File: config.mk
export PLATFORM = sky130hd
export DESIGN_NAME = regfile_mp_bypass
export DESIGN_NICKNAME = d
export VERILOG_FILES = /design/src/rtl/regfile_mp_bypass.sv
export SDC_FILE = /design/constraint.sdc
export NUM_CORES = 2
export LEC_CHECK = 0
export BUFFER_PORTS_ARGS = -buffer_cell sky130_fd_sc_hd__buf_2
export CAP_MARGIN = 20
export CORE_ASPECT_RATIO = 0.9
export CORE_UTILIZATION = 50
export CTS_CLUSTER_DIAMETER = 50
export CTS_CLUSTER_SIZE = 28
export DETAILED_ROUTE_END_ITERATION = 10
export PLACE_DENSITY = 0.7
export REMOVE_ABC_BUFFERS = 1
export SYNTH_ARGS = -nofsm -noshare
export SYNTH_HDL_FRONTEND = slang
export SYNTH_SLANG_ARGS = --single-unit
File: constraint.sdc
create_clock -name Clk -period 83.3 [get_ports Clk]
set_clock_uncertainty 0.15 [all_clocks]
set_input_delay 0 -clock Clk [delete_from_list [all_inputs] [get_ports Clk]]
set_output_delay 0 -clock Clk [all_outputs]
set_load 0.05 [all_outputs]
File: src/rtl/regfile_mp_bypass.sv
// Integer register file for the RV32I core.
// Provides NRD combinational read ports and two synchronous write ports
// (W0 = ALU/writeback, W1 = load return). Reads see same-cycle writes
// through a bypass. A per-register busy scoreboard tracks outstanding loads,
// and a registered tap reports the last effective write.
//
// Ports:
//   Clk, Rst                 clock (rising edge), async active-high reset
//   RdAddr/RdData/RdBusy     NRD read ports, port i at slice i
//   W0En/W0Addr/W0Data       write port 0 (writeback; wins on address clash)
//   W1En/W1Addr/W1Data       write port 1 (load return; clears busy)
//   ResEn/ResAddr            reserve: mark register busy (load issued)
//   DbgWrValid/Addr/Data     registered last-effective-write tap
module regfile_mp_bypass #(
    parameter int unsigned XLEN     = 32,
    parameter int unsigned NREGS    = 32,
    parameter int unsigned NRD      = 2,
    parameter bit          ZERO_REG = 1'b1
) (
    input  logic                    Clk,
    input  logic                    Rst,
    input  logic [NRD*$clog2(NREGS)-1:0] RdAddr,
    output logic [NRD*XLEN-1:0]     RdData,
    output logic [NRD-1:0]          RdBusy,
    input  logic                    W0En,
    input  logic [$clog2(NREGS)-1:0] W0Addr,
    input  logic [XLEN-1:0]         W0Data,
    input  logic                    W1En,
    input  logic [$clog2(NREGS)-1:0] W1Addr,
    input  logic [XLEN-1:0]         W1Data,
    input  logic                    ResEn,
    input  logic [$clog2(NREGS)-1:0] ResAddr,
    output logic                    DbgWrValid,
    output logic [$clog2(NREGS)-1:0] DbgWrAddr,
    output logic [XLEN-1:0]         DbgWrData
);

    localparam int unsigned AW = $clog2(NREGS);

    logic [XLEN-1:0]  regs [NREGS];
    logic [NREGS-1:0] busy;

    logic w0_eff;
    logic w1_eff;
    logic res_eff;

    // A write or reserve to reg 0 is dropped when reg 0 is hardwired.
    assign w0_eff  = W0En  && !(ZERO_REG && (W0Addr  == '0));
    assign w1_eff  = W1En  && !(ZERO_REG && (W1Addr  == '0));
    assign res_eff = ResEn && !(ZERO_REG && (ResAddr == '0));

    // Register array: W0 is assigned last so it wins on an address clash.
    always_ff @(posedge Clk or posedge Rst) begin
        if (Rst) begin
            for (int r = 0; r < int'(NREGS); r++) begin
                regs[r] <= '0;
            end
        end else begin
            if (w1_eff) begin
                regs[W1Addr] <= W1Data;
            end
            if (w0_eff) begin
                regs[W0Addr] <= W0Data;
            end
        end
    end

    // Busy scoreboard: a new reserve outranks a same-cycle load return.
    always_ff @(posedge Clk or posedge Rst) begin
        if (Rst) begin
            busy <= '0;
        end else begin
            for (int r = 0; r < int'(NREGS); r++) begin
                if (res_eff && (ResAddr == AW'(r))) begin
                    busy[r] <= 1'b1;
                end else if (w1_eff && (W1Addr == AW'(r))) begin
                    busy[r] <= 1'b0;
                end
            end
        end
    end

    // Debug tap: addr/data hold when no effective write occurs.
    always_ff @(posedge Clk or posedge Rst) begin
        if (Rst) begin
            DbgWrValid <= 1'b0;
            DbgWrAddr  <= '0;
            DbgWrData  <= '0;
        end else begin
            DbgWrValid <= w0_eff || w1_eff;
            if (w0_eff) begin
                DbgWrAddr <= W0Addr;
                DbgWrData <= W0Data;
            end else if (w1_eff) begin
                DbgWrAddr <= W1Addr;
                DbgWrData <= W1Data;
            end
        end
    end

    // Read ports with write bypass (W0 before W1 before stored value).
    for (genvar gi = 0; gi < int'(NRD); gi++) begin : g_rd
        logic [AW-1:0] ra;
        logic          zero_hit;
        logic          w0_hit;
        logic          w1_hit;

        assign ra       = RdAddr[gi*AW +: AW];
        assign zero_hit = ZERO_REG && (ra == '0);
        assign w0_hit   = w0_eff && (W0Addr == ra);
        assign w1_hit   = w1_eff && (W1Addr == ra);

        assign RdData[gi*XLEN +: XLEN] = zero_hit ? '0 :
                                         w0_hit   ? W0Data :
                                         w1_hit   ? W1Data :
                                                    regs[ra];

        // A load return arriving this cycle already satisfies the reader.
        assign RdBusy[gi] = !zero_hit && busy[ra] && !w1_hit;
    end

endmodule

==> impl_metrics.py <==
metrics = {
    "place": {
        "globalplace.congestion": 0.915,
        "placed_area_um2": 69500,
        "pre_cts_slack_ns": 78.92,
        "port_buffers": 197,
        "dp_hpwl_um": 147000,
    },
    "critical_path": {
        "crit_buf_inv": 4,
        "cpPeakStageDelay_ns": 0.99,
        "critPathLaunchType": "input port",
        "crit_path_frequent_cell": "buf_2",
        "critical-path-slowest-cell": "a211oi_1",
        "critical_path.cell_chain": "dlygate4sd3_1 -> buf_2 -> nor2_1 -> a21bo_4 -> buf_4 -> or3_1 -> a31oi_1 -> a211oi_1 -> buf_2",
        "critical_path_class": "in2out",
        "worstSetupEndpointType": "primary output",
        "critical_path_required_ns": 83.15,
        "crit_arrival_ns": 4.83,
        "cpLargestDelayFamily": "buffers and inverters",
        "path_max_fanout": 41,
    },
    "timing": {
        "final.setup.tns_ns": 0,
        "fin_crit_ns": 4.98,
        "finalSetupViolations": 0,
        "worst_slew_pin_slew_ns": 1.29,
        "slew_viol_final": 0,
        "maxSlewHeadroom_pct": 13.8,
        "grt_setup_unrepaired": "no",
        "finalCritPeriodShare_pct": 5.98,
        "hold_viol": 0,
        "max_freq_mhz": 201,
        "setup_slack_ns": 78.32,
    },
    "clock_tree": {
        "clk-insertion-delay-late_ns": 0.77,
        "post_cts_buffers": 0,
        "htree_levels": 3,
        "clock_sinks": 1094,
        "clockBufferDepth": 3,
        "cts_tree": "done",
        "cts_root_buffer": "clkbuf_16",
        "ctsHoldBuffers": 131,
        "cts_buffers": 118,
        "clkTransAtPathRegs_ns": 0.06,
        "cts_repair_resize_count": 0,
    },
    "synth": {
        "postSynthAreaPerCell_um2": 10.6,
        "netlist_area_um2": 68400,
        "yosysWarnings": 0,
        "async_flop_share_pct": 100,
        "synthFlopType": "dfrtp_1",
        "yosys.cell_types.count": 63,
        "synth_edf_count": 0,
        "synth.area.top_cells": "dfrtp_1 (40%), mux2i_1 (18%), mux4_2 (16%)",
        "yosysTopAreaCellShare_pct": 40.0,
        "netlist.top_cell.by_area": "dfrtp_1",
        "synth-seq-cells": 1094,
        "synth_seq_area_share_pct": 40.0,
        "netlist_instances": 6433,
    },
    "finish": {
        "n_fill_cell": 11429,
        "final_cell_area_um2": 75500,
        "fin_util_pct": 55.7,
        "area_growth_syn_to_layout_pct": 10.4,
        "drive_gt1_share_pct": 18.6,
        "fin_nets": 6291,
    },
    "drt": {
        "wl_per_cell_um": 33.5,
        "drc_errors": 0,
        "ant_nets": 0,
        "dr_total_vias": 57489,
        "initialDrtViolationCount": 9268,
        "wl_um": 272000,
        "firstDrtPassIters": 9,
        "via_per_inst": 7.07,
    },
    "power": {
        "p_total_uw": 1870,
        "powerDensity_nw_per_um2": 24.7,
        "ir_drop_mv": 0.0190,
        "p_leak_uw": 0.0326,
    },
    "grt": {
        "grt_overflow_total": 0,
        "antenna_found_initial": 14,
        "grt_pass1_vias": 55230,
        "grt.total_usage_pct": 38.8,
        "grt_first_pass_wirelength_um": 390000,
        "grt_max_degree": 167,
    },
    "flow_run": {
        "cap_violations": 0,
    },
    "outcome": {
        "outcome": "finished, final reports clean",
    },
    "die": {
        "start_util_pct": 50.5,
        "coreArea_um2": 135000,
        "rows": 128,
        "io_pins": 198,
        "dieArea_um2": 138000,
        "die_w_um": 392,
        "die_h_um": 353,
    },
    "hold_path": {
        "hold_path.class": "in2reg",
    },
}
[registers in the layout (all words and copies together), names as in the netlist]
| signal | flops |
|---|---|
| busy | 32 |
| DbgWrAddr | 5 |
| DbgWrData | 32 |
| DbgWrValid | 1 |
| regs | 1024 |
[synthesized netlist by cell type (all sizes together), types with 6 or more instances]
| cell | instances |
|---|---|
| nor2 | 633 |
| o21ai | 408 |
| inv | 20 |
| nor3 | 38 |
| a221oi | 45 |
| buf | 272 |
| nand2 | 454 |
| a221o | 12 |
| mux2 | 88 |
| or3 | 18 |
| o221ai | 23 |
| a211oi | 24 |
| mux2i | 1202 |
| dfrtp | 1094 |
| mux4 | 474 |
| o22ai | 143 |
| a31oi | 19 |
| nor2b | 26 |
| o211ai | 20 |
| and2 | 9 |
| clkinv | 11 |
| nor3b | 7 |
| nand2b | 18 |
| a2111oi | 6 |
| a22o | 35 |
| a21oi | 669 |
| nor4 | 7 |
| a22oi | 50 |
| nand3 | 24 |
| xnor2 | 15 |
| clkbuf | 535 |
[worst reg2reg max path: cells and delay by family (launching register included)]
kind	cells	cell delay (ns)
buf+inv	1	0.59
flops	1	0.50
compound gates	2	0.31
[logic make-up (layout without fill, tap and decap cells)]
group | Yosys count | after routing | share of synthesized area [%]
mux | 1764 | 1764 | 34.7
compound gates | 1462 | 1462 | 12.1
simple gates | 1255 | 1255 | 7.55
flops | 1094 | 1094 | 40.0
buf+inv | 838 | 706 | 5.42
xor+xnor | 20 | 20 | 0.256
other cells | 0 | 8 | 0
[final timing paths]
check	start	endpoint	slack, ns	depth (start not counted)
setup / recovery	W1Addr[2]	RdData[42]	78.32	9
hold / removal	ResAddr[0]	busy[28]$_DFFE_PP0P_	0.08	4
setup reg to reg	DbgWrAddr[3]$_DFFE_PP0P_	DbgWrAddr[3]$_DFFE_PP0P_	81.64	3
hold reg to reg	regs[1022]$_DFF_PP0_	regs[1022]$_DFF_PP0_	0.25	0
max in group asynchronous	Rst	regs[254]$_DFF_PP0_	78.68	8
min in group asynchronous	Rst	regs[306]$_DFF_PP0_	0.36	4
[power breakdown]
group / internal, uW / switching (uW)
registers: 666 / 114
logic: 250 / 249
clock network: 326 / 263
total: 1240 / 626
[placed cells by master, fill, tap and decap left out, drive strengths merged, types with 19 or more instances in the layout]
| cell | synthesis | routed |
|---|---|---|
| clkbuf | 535 | 132 |
| a31oi | 19 | 19 |
| clkinv | 11 | 46 |
| a21oi | 669 | 669 |
| mux2 | 88 | 88 |
| o221ai | 23 | 23 |
| nand2 | 454 | 454 |
| mux4 | 474 | 474 |
| nor2b | 26 | 26 |
| buf | 272 | 319 |
| o21ai | 408 | 408 |
| dfrtp | 1094 | 1094 |
| nor2 | 633 | 633 |
| mux2i | 1202 | 1202 |
| nand3 | 24 | 24 |
| dlygate4sd3 | 0 | 131 |
| nor3 | 38 | 38 |
| inv | 20 | 50 |
| a22o | 35 | 35 |
| a22oi | 50 | 50 |
| o211ai | 20 | 20 |
| a221oi | 45 | 45 |
| o22ai | 143 | 143 |
| a211oi | 24 | 24 |
[routing by layer]
layer / global-route usage (%) / share of wire, %
met5: 0 / 0.015
met4: 26.4 / 7.9
met3: 15.0 / 15
met2: 53.8 / 42
met1: 49.9 / 35
[area by class of cell]
type	instances	area (um2)	area share [%]
clock inverter	93	1170	1.56
clock buffer	131	3130	4.14
sequential	1094	27400	36.3
multi-input combinational	4501	37800	50.0
timing repair buffer	451	3610	4.78
tap	1820	2280	3.02
antenna	8	20.0	0.0265
inverter	31	124	0.164
[per-stage QoR]
stage | hold WS, ns | instances
after floorplan | -0.0332 | 5626
after global placement | 0.0567 | 7745
after detailed placement | 0.0663 | 7751
after CTS | 0.0818 | 8106
after global routing | 0.114 | 8122
final | 0.0761 | 8129
(Power assumes the default switching activity.)
